$ cat src/rtl/mips_mc_pkg.sv
// Shared definitions for the multi-cycle MIPS-I core: encodings, FSM/ALU enums and
// big-endian byte-lane helpers (lane 0 carries bits 31:24).
package mips_mc_pkg;

  localparam logic [5:0] OP_RTYPE = 6'h00;
  localparam logic [5:0] OP_J     = 6'h02;
  localparam logic [5:0] OP_BEQ   = 6'h04;
  localparam logic [5:0] OP_BNE   = 6'h05;
  localparam logic [5:0] OP_ADDI  = 6'h08;
  localparam logic [5:0] OP_ADDIU = 6'h09;
  localparam logic [5:0] OP_SLTI  = 6'h0A;
  localparam logic [5:0] OP_ANDI  = 6'h0C;
  localparam logic [5:0] OP_ORI   = 6'h0D;
  localparam logic [5:0] OP_LUI   = 6'h0F;
  localparam logic [5:0] OP_LW    = 6'h23;
  localparam logic [5:0] OP_SW    = 6'h2B;

  localparam logic [5:0] FN_SYSCALL = 6'h0C;
  localparam logic [5:0] FN_ADD     = 6'h20;
  localparam logic [5:0] FN_ADDU    = 6'h21;
  localparam logic [5:0] FN_SUB     = 6'h22;
  localparam logic [5:0] FN_SUBU    = 6'h23;
  localparam logic [5:0] FN_AND     = 6'h24;
  localparam logic [5:0] FN_OR      = 6'h25;
  localparam logic [5:0] FN_SLT     = 6'h2A;

  typedef enum logic [2:0] {FETCH, DECODE, EXEC, MEM, WB, HALT} state_t;
  typedef enum logic [2:0] {ALU_ADD, ALU_SUB, ALU_AND, ALU_OR, ALU_SLT, ALU_LUI} alu_op_t;

  typedef logic [3:0][7:0] lanes_t;

  function automatic lanes_t pack_lanes(input logic [31:0] w);
    lanes_t l;
    l[0] = w[31:24];
    l[1] = w[23:16];
    l[2] = w[15:8];
    l[3] = w[7:0];
    return l;
  endfunction

  function automatic logic [31:0] unpack_lanes(input lanes_t l);
    return {l[0], l[1], l[2], l[3]};
  endfunction

endpackage

$ cat src/rtl/mips_mc_regfile.sv
// Architectural register file: NREGS x 32, two asynchronous read ports, one
// synchronous write port; register 0 is never written and always reads zero.
module mips_mc_regfile #(
  parameter int NREGS = 32,
  localparam int AW = $clog2(NREGS)
) (
  input  logic          clk,
  input  logic          rst_b,
  input  logic          i_we,
  input  logic [AW-1:0] i_waddr,
  input  logic [31:0]   i_wdata,
  input  logic [AW-1:0] i_raddr1,
  output logic [31:0]   o_rdata1,
  input  logic [AW-1:0] i_raddr2,
  output logic [31:0]   o_rdata2
);

  logic [31:0] r_mem [NREGS];

  always_ff @(posedge clk or negedge rst_b) begin
    if (!rst_b) begin
      for (int i = 0; i < NREGS; i++) r_mem[i] <= '0;
    end else if (i_we && (i_waddr != '0)) begin
      r_mem[i_waddr] <= i_wdata;
    end
  end

  assign o_rdata1 = (i_raddr1 == '0) ? 32'h0 : r_mem[i_raddr1];
  assign o_rdata2 = (i_raddr2 == '0) ? 32'h0 : r_mem[i_raddr2];

endmodule

$ cat src/rtl/mips_mc_core.sv
// Multi-cycle MIPS-I core (FETCH/DECODE/EXEC/MEM/WB) with valid/ready memory handshakes
// and a stall watchdog. Optional performance counters: define MIPS_MC_PERF_EN.
module mips_mc_core
  import mips_mc_pkg::*;
#(
  parameter logic [31:0] RESET_PC   = 32'h0000_0000,
  parameter int          WAIT_LIMIT = 16,
  parameter int          NREGS      = 32
) (
  input  logic        clk,
  input  logic        rst_b,
  output logic        inst_req,
  output logic [31:0] inst_addr,
  input  logic        inst_valid,
  input  logic [31:0] inst,
  output logic        mem_req,
  output logic        mem_write_en,
  output logic [31:0] mem_addr,
  output lanes_t      mem_data_in,
  input  lanes_t      mem_data_out,
  input  logic        mem_ready,
  output logic        halted,
  output logic        error,
  output logic [31:0] perf_cycles,
  output logic [31:0] perf_retired
);

  localparam int AW = $clog2(NREGS);

  state_t        r_state, w_next;
  logic [31:0]   r_pc, r_ir, r_a, r_b, r_aluout, r_mdr, r_wait;
  logic          r_error, w_err_set;
  logic [31:0]   w_pc4, w_imm_s, w_imm_z, w_opb, w_alu, w_rd1, w_rd2, w_pc_next;
  logic [5:0]    w_op, w_fn;
  logic          w_is_r, w_legal, w_syscall, w_stall, w_trip, w_taken, w_pc_we;
  alu_op_t       w_alu_op;

  assign w_op    = r_ir[31:26];
  assign w_fn    = r_ir[5:0];
  assign w_is_r  = (w_op == OP_RTYPE);
  assign w_pc4   = r_pc + 32'd4;
  assign w_imm_s = {{16{r_ir[15]}}, r_ir[15:0]};
  assign w_imm_z = {16'h0, r_ir[15:0]};
  assign w_taken = (r_a == r_b) ^ (w_op == OP_BNE);

  always_comb begin
    w_legal   = 1'b1;
    w_syscall = 1'b0;
    w_alu_op  = ALU_ADD;
    if (w_is_r) begin
      unique case (w_fn)
        FN_ADD, FN_ADDU: w_alu_op = ALU_ADD;
        FN_SUB, FN_SUBU: w_alu_op = ALU_SUB;
        FN_AND:          w_alu_op = ALU_AND;
        FN_OR:           w_alu_op = ALU_OR;
        FN_SLT:          w_alu_op = ALU_SLT;
        FN_SYSCALL:      w_syscall = 1'b1;
        default:         w_legal = 1'b0;
      endcase
    end else begin
      unique case (w_op)
        OP_J, OP_ADDI, OP_ADDIU, OP_LW, OP_SW: w_alu_op = ALU_ADD;
        OP_BEQ, OP_BNE: w_alu_op = ALU_SUB;
        OP_SLTI:        w_alu_op = ALU_SLT;
        OP_ANDI:        w_alu_op = ALU_AND;
        OP_ORI:         w_alu_op = ALU_OR;
        OP_LUI:         w_alu_op = ALU_LUI;
        default:        w_legal = 1'b0;
      endcase
    end
  end

  // andi/ori take a zero-extended immediate, every other I-type sign-extends
  assign w_opb = w_is_r ? r_b : ((w_op == OP_ANDI) || (w_op == OP_ORI)) ? w_imm_z : w_imm_s;

  always_comb begin
    w_alu = 32'h0;
    unique case (w_alu_op)
      ALU_ADD: w_alu = r_a + w_opb;
      ALU_SUB: w_alu = r_a - w_opb;
      ALU_AND: w_alu = r_a & w_opb;
      ALU_OR:  w_alu = r_a | w_opb;
      ALU_SLT: w_alu = {31'h0, ($signed(r_a) < $signed(w_opb))};
      ALU_LUI: w_alu = {r_ir[15:0], 16'h0};
      default: w_alu = 32'h0;
    endcase
  end

  assign w_stall = ((r_state == FETCH) && !inst_valid) || ((r_state == MEM) && !mem_ready);
  assign w_trip  = (WAIT_LIMIT != 0) && w_stall && (r_wait == 32'(WAIT_LIMIT - 1));

  always_ff @(posedge clk or negedge rst_b) begin
    if (!rst_b) r_state <= FETCH;
    else        r_state <= w_next;
  end

  always_comb begin
    w_next    = r_state;
    w_err_set = 1'b0;
    unique case (r_state)
      FETCH: begin
        if (inst_valid) w_next = DECODE;
        else if (w_trip) begin w_next = HALT; w_err_set = 1'b1; end
      end
      DECODE: begin
        if (!w_legal) begin w_next = HALT; w_err_set = 1'b1; end
        else if (w_op == OP_J) w_next = FETCH;
        else if (w_syscall)    w_next = HALT;
        else                   w_next = EXEC;
      end
      EXEC: begin
        if ((w_op == OP_BEQ) || (w_op == OP_BNE))    w_next = FETCH;
        else if ((w_op == OP_LW) || (w_op == OP_SW)) w_next = MEM;
        else                                         w_next = WB;
      end
      MEM: begin
        if (mem_ready) w_next = (w_op == OP_LW) ? WB : FETCH;
        else if (w_trip) begin w_next = HALT; w_err_set = 1'b1; end
      end
      WB:      w_next = FETCH;
      default: w_next = HALT;
    endcase
  end

  always_comb begin
    inst_req     = rst_b && (r_state == FETCH);
    inst_addr    = r_pc;
    mem_req      = (r_state == MEM);
    mem_write_en = (r_state == MEM) && (w_op == OP_SW);
    mem_addr     = r_aluout;
    mem_data_in  = pack_lanes(r_b);
    halted       = (r_state == HALT);
    error        = r_error;
  end

  // PC only moves when an instruction finishes and control returns to FETCH
  assign w_pc_we = (w_next == FETCH) && (r_state != FETCH);
  always_comb begin
    if (r_state == DECODE)                w_pc_next = {w_pc4[31:28], r_ir[25:0], 2'b00};
    else if ((r_state == EXEC) && w_taken) w_pc_next = w_pc4 + (w_imm_s << 2);
    else                                  w_pc_next = w_pc4;
  end

  always_ff @(posedge clk or negedge rst_b) begin
    if (!rst_b) begin
      r_pc    <= RESET_PC;
      r_error <= 1'b0;
      r_wait  <= 32'h0;
    end else begin
      if (w_pc_we)   r_pc <= w_pc_next;
      if (w_err_set) r_error <= 1'b1;
      r_wait <= w_stall ? (r_wait + 32'd1) : 32'h0;
    end
  end

  always_ff @(posedge clk) begin
    if ((r_state == FETCH) && inst_valid) r_ir <= inst;
    if (r_state == DECODE) begin
      r_a <= w_rd1;
      r_b <= w_rd2;
    end
    if (r_state == EXEC) r_aluout <= w_alu;
    if ((r_state == MEM) && mem_ready) r_mdr <= unpack_lanes(mem_data_out);
  end

  mips_mc_regfile #(.NREGS(NREGS)) u_regfile (
    .clk      (clk),
    .rst_b    (rst_b),
    .i_we     (r_state == WB),
    .i_waddr  (w_is_r ? r_ir[11 +: AW] : r_ir[16 +: AW]),
    .i_wdata  ((w_op == OP_LW) ? r_mdr : r_aluout),
    .i_raddr1 (r_ir[21 +: AW]),
    .o_rdata1 (w_rd1),
    .i_raddr2 (r_ir[16 +: AW]),
    .o_rdata2 (w_rd2)
  );

`ifdef MIPS_MC_PERF_EN
  logic [31:0] r_cycles, r_retired;
  logic        w_retire;

  // error halts never count as a retirement; syscall does
  assign w_retire = ((w_next == FETCH) && (r_state != FETCH)) ||
                    ((r_state == DECODE) && w_legal && w_syscall);

  always_ff @(posedge clk or negedge rst_b) begin
    if (!rst_b) begin
      r_cycles  <= 32'h0;
      r_retired <= 32'h0;
    end else begin
      if (r_cycles != 32'hFFFF_FFFF) r_cycles <= r_cycles + 32'd1;
      if (w_retire) r_retired <= r_retired + 32'd1;
    end
  end

  assign perf_cycles  = r_cycles;
  assign perf_retired = r_retired;
`else
  assign perf_cycles  = 32'h0;
  assign perf_retired = 32'h0;
`endif

endmodule

$ cat config.mk
export PLATFORM = sky130hd
export DESIGN_NAME = mips_mc_core
export DESIGN_NICKNAME = d
export VERILOG_FILES = /design/src/rtl/mips_mc_pkg.sv /design/src/rtl/mips_mc_regfile.sv /design/src/rtl/mips_mc_core.sv
export SDC_FILE = /design/constraint.sdc
export NUM_CORES = 2
export LEC_CHECK = 0
export BUFFER_PORTS_ARGS = -buffer_cell sky130_fd_sc_hd__buf_2
export CAP_MARGIN = 30
export CORE_AREA = 2 2 460 279
export DETAILED_ROUTE_END_ITERATION = 6
export DIE_AREA = 0 0 462 281
export PLACE_DENSITY = 0.72
export SYNTH_ARGS = -nofsm -noshare
export SYNTH_HDL_FRONTEND = slang
export SYNTH_SLANG_ARGS = --single-unit
$ cat constraint.sdc
create_clock -name clk -period 5.15 [get_ports clk]
set_input_delay 0 -clock clk [delete_from_list [all_inputs] [get_ports clk]]
set_output_delay 0 -clock clk [all_outputs]
set_load 0.05 [all_outputs]
==> results.md <==
- Status: complete, but fails checks
- Failing checks: design-rule violations
- Number of global-route vias before repair: between 50000 and 60000
- TNS Setup: 0 ns
- Core footprint: between 100000 and 150000 µm²
- Placer Congestion: approximately 0.96
- Setup Skew: 0.03306 ns
- Setup crit start: r_ir[26]
- Worst-Margin Slew: 1.096 ns
- Syn Area/Cell: between 10 and 15 µm²
- Initial antenna violation count: 11
- Worst-path cell chain: nor3_4 -> nand2_4 -> buf_4 -> mux2_2 -> inv_1 -> ha_1 -> nand2b_1 -> a21oi_1 -> a211oi_1 -> o31ai_1 -> nor3_1 -> a211o_1 -> o21ai_1 -> a221oi_1 -> xnor2_1 -> a21o_1
- Clock Latency Late Sink: 0.78 ns
- Row Count: between 100 and 150
- CP max stage delay: 0.63 ns
- Critical path capture point type: flip-flop
- DR iter-0 viols: 7503
- GRT overflow: 0
- Maximum clock rate: 206.9 MHz
- RR Endpoint: mem_addr[30]
- Synth top area share: approximately two fifths
- Most instantiated library cell after synthesis: dfrtp_1
- RSZ-0062 raised after global routing: false
- CTS max path bufs: 3
- DRT antenna net count: 0
- Slew Limit Fails: 0
- Slew margin rel.: between 20% and 30%
- Overall power: 44100 µW
- Post-synth top cells: dfrtp_1 (1090), nor2_1 (706), nand2_1 (689)
- Vias post-DR: between 50000 and 60000
- PwrDens: about 570 nW/µm²
- Flops & latches, synth: between 1000 and 1500
- Synthesis Warnings: 0
- Initial Util: between 50% and 60%
- First-pass GRT wire length: between 300000 and 400000 µm
- CTS clk-pin slew, worst paths: ~0.070 ns
- Mapped Cells: ~6200
- CTS Buf Count: between 100 and 150
- CP max stage cell: a221oi_1
- CP arrival: roughly 5.4 ns
- CTS root buf: clkbuf_16
- DIE AREA: roughly 130000 µm²
- Largest net degree at the start of global routing: 160
- GR Util All Layers: a little over a third
- Final setup fails: 0
- IR drop worst, VDD: about 0.34 mV
- Chip width: ~460 µm
- Critical path required time: ~5.7 ns
- RR Startpoint: r_ir[26]
- H-tree levels: 3
- Final core utilization: between 60% and 70%
- Crit path launch type: flip-flop
- Worst Hold Class: primary input to asynchronous set/reset pin
- Layout cells sized above 1: 20.60%
- IO Port Bufs: around 170
- Area Growth Syn to Fin: 11.88%
- Post-route DRC: 1
- CTS tree: built
- Static Leak: between 0.03 and 0.04 µW
- Via density: 6.658
- CP max FO: 14
- Top delay family on crit path: compound AO/OA/AOI/OAI gates
- Pre-CTS setup slack: ~0.32 ns
- DP HPWL: about 140000 µm
- Total clock sinks: 1250
- Fin. Hold Viols: 0
- Setup Buffers After CTS: 0
- R2R depth: 16
- Setup ws final: between 0.3 and 0.4 ns
- Tcrit/Tclk final: roughly 94%
- Count of cell types in the netlist: 88
- Final min period: 4.833 ns
- Async SR Flop Fraction: approximately 87%
- DRT Pass-1 Iters: 7
- Seq/Total Area, Yosys: 46.73%
- Number of synthesized flops with an enable pin: 160
- Dominant cells by area after synthesis: dfrtp_1 (40%), mux4_2 (21%), edfxtp_1 (7.0%)
- Top_reg_cell synth: dfrtp_1
- Critical path type: flip-flop to flip-flop
- I/O pin cnt: approximately 230
- Die H: around 280 µm
- WP depth: 16
- Critical path buffers and inverters: 2
- Post-Route WL: between 200000 and 250000 µm
- Maxcap violations: 0
- R2r setup slk: approximately 0.32 ns
- Cell taking the most area after synthesis: dfrtp_1
- Fin nets: around 6400
- Mapped cell area: 68650 µm²
- CP endpoint: mem_addr[30]
- DR WL/cell: ~28 µm
how the worst min path moves through the flow:
stage | from | to | slack (ns)
floorplan | rst_b | error | -0.30
global placement | rst_b | inst_addr[5] | 0.11
detailed placement | rst_b | inst_addr[5] | 0.11
CTS | rst_b | u_regfile.r_mem[723] | 0.03
global route | rst_b | r_state[1] | 0.02
finish | rst_b | r_wait[30] | 0.04
sequential cells by signal, indices dropped and copies added (netlist names):
name,cells
r_a,32
r_state,3
r_wait,32
u_regfile.r_mem,1024
inst_addr,30
mem_addr,32
error,1
r_mdr,32
r_b,32
r_ir,32
metal layers:
metal  vias up  share of wire (%)  wire length, µm  GRT usage (%)
met1     26955                 40            90810          51.03
met4         8                3.2             7311          11.98
li1      22250                  -                -              -
met5         -              0.038               86              0
met2      3443                 43            96630          49.01
met3       532                 14            31250          12.48
where the power goes:
group          internal (µW)  leakage (µW)  switching [µW]  total, µW
combinational           8020        0.0148            9220      17200
sequential             14200        0.0158            3580      17700
clock                   5090       0.00195            4030       9120
total                  27300        0.0326           16800      44100
layout by cell type, fill, tap and decap left out, drive strengths merged, types with 10 or more instances in the layout:
cell type | netlist | routed
nor2b | 11 | 11
nand2 | 690 | 690
nor4 | 23 | 23
edfxtp | 160 | 160
clkbuf | 393 | 168
nor2 | 707 | 707
nand2b | 13 | 13
nand4 | 20 | 20
inv | 124 | 129
buf | 246 | 339
a21o | 35 | 35
ha | 128 | 128
and2 | 23 | 23
and3 | 22 | 22
o21a | 27 | 27
nor3 | 41 | 41
xor2 | 61 | 61
o21bai | 22 | 22
xnor2 | 73 | 73
or3 | 14 | 14
a31oi | 22 | 22
mux2i | 75 | 75
o211ai | 14 | 14
dfrtp | 1090 | 1090
nand3 | 49 | 49
a22oi | 21 | 21
a21oi | 672 | 672
mux2 | 31 | 31
a211oi | 16 | 16
dlygate4sd3 | 0 | 130
mux4 | 640 | 640
o21ai | 600 | 600
o31ai | 19 | 19
bufinv | 0 | 10
conb | 1 | 66
clkinv | 1 | 27
per-stage QoR:
stage / std cells / cell area [µm²] / hold WS (ns)
after detailed placement: 7627 / 71240 / 0.1056
final: 7989 / 76800 / 0.04011
after floorplan: 6242 / 68890 / -0.2956
after global routing: 7986 / 76800 / 0.02232
after CTS: 7972 / 76530 / 0.03172
after global placement: 7610 / 70810 / 0.1082
what timing repair did:
action,CTS,global route
endpoints found under the hold margin,401,0
gates resized for setup,0,2
hold buffers,131,0
endpoints found under the setup margin,0,2
worst min-delay path, delay by kind of cell:
family	cells	cell delay, ns
buffers and inverters	3	1.15
logic make-up after synthesis:
group                    count (synthesis)  synth area share, %
AND/OR/NAND/NOR                       1639                9.800
AO/OA/AOI/OAI                         1512                12.05
flip-flops                            1250                46.73
buffers and inverters                  764                4.688
multiplexers                           746                22.60
XOR/XNOR                               134                1.710
adder cells (fa/ha/maj)                131                2.420
other                                    1             0.005463
final cells by class:
| class | count | area, µm² |
|---|---|---|
| clock inverters | 46 | 555.5 |
| fillers | 9747 | 48930 |
| diodes | 4 | 10.01 |
| clock buffers | 168 | 3401 |
| repair buffers | 469 | 4212 |
| multi-input cells | 4228 | 33940 |
| inverters | 125 | 476.7 |
| flip-flops and latches | 1250 | 32080 |
| well taps | 1699 | 2126 |
(Power assumes the default switching activity.)
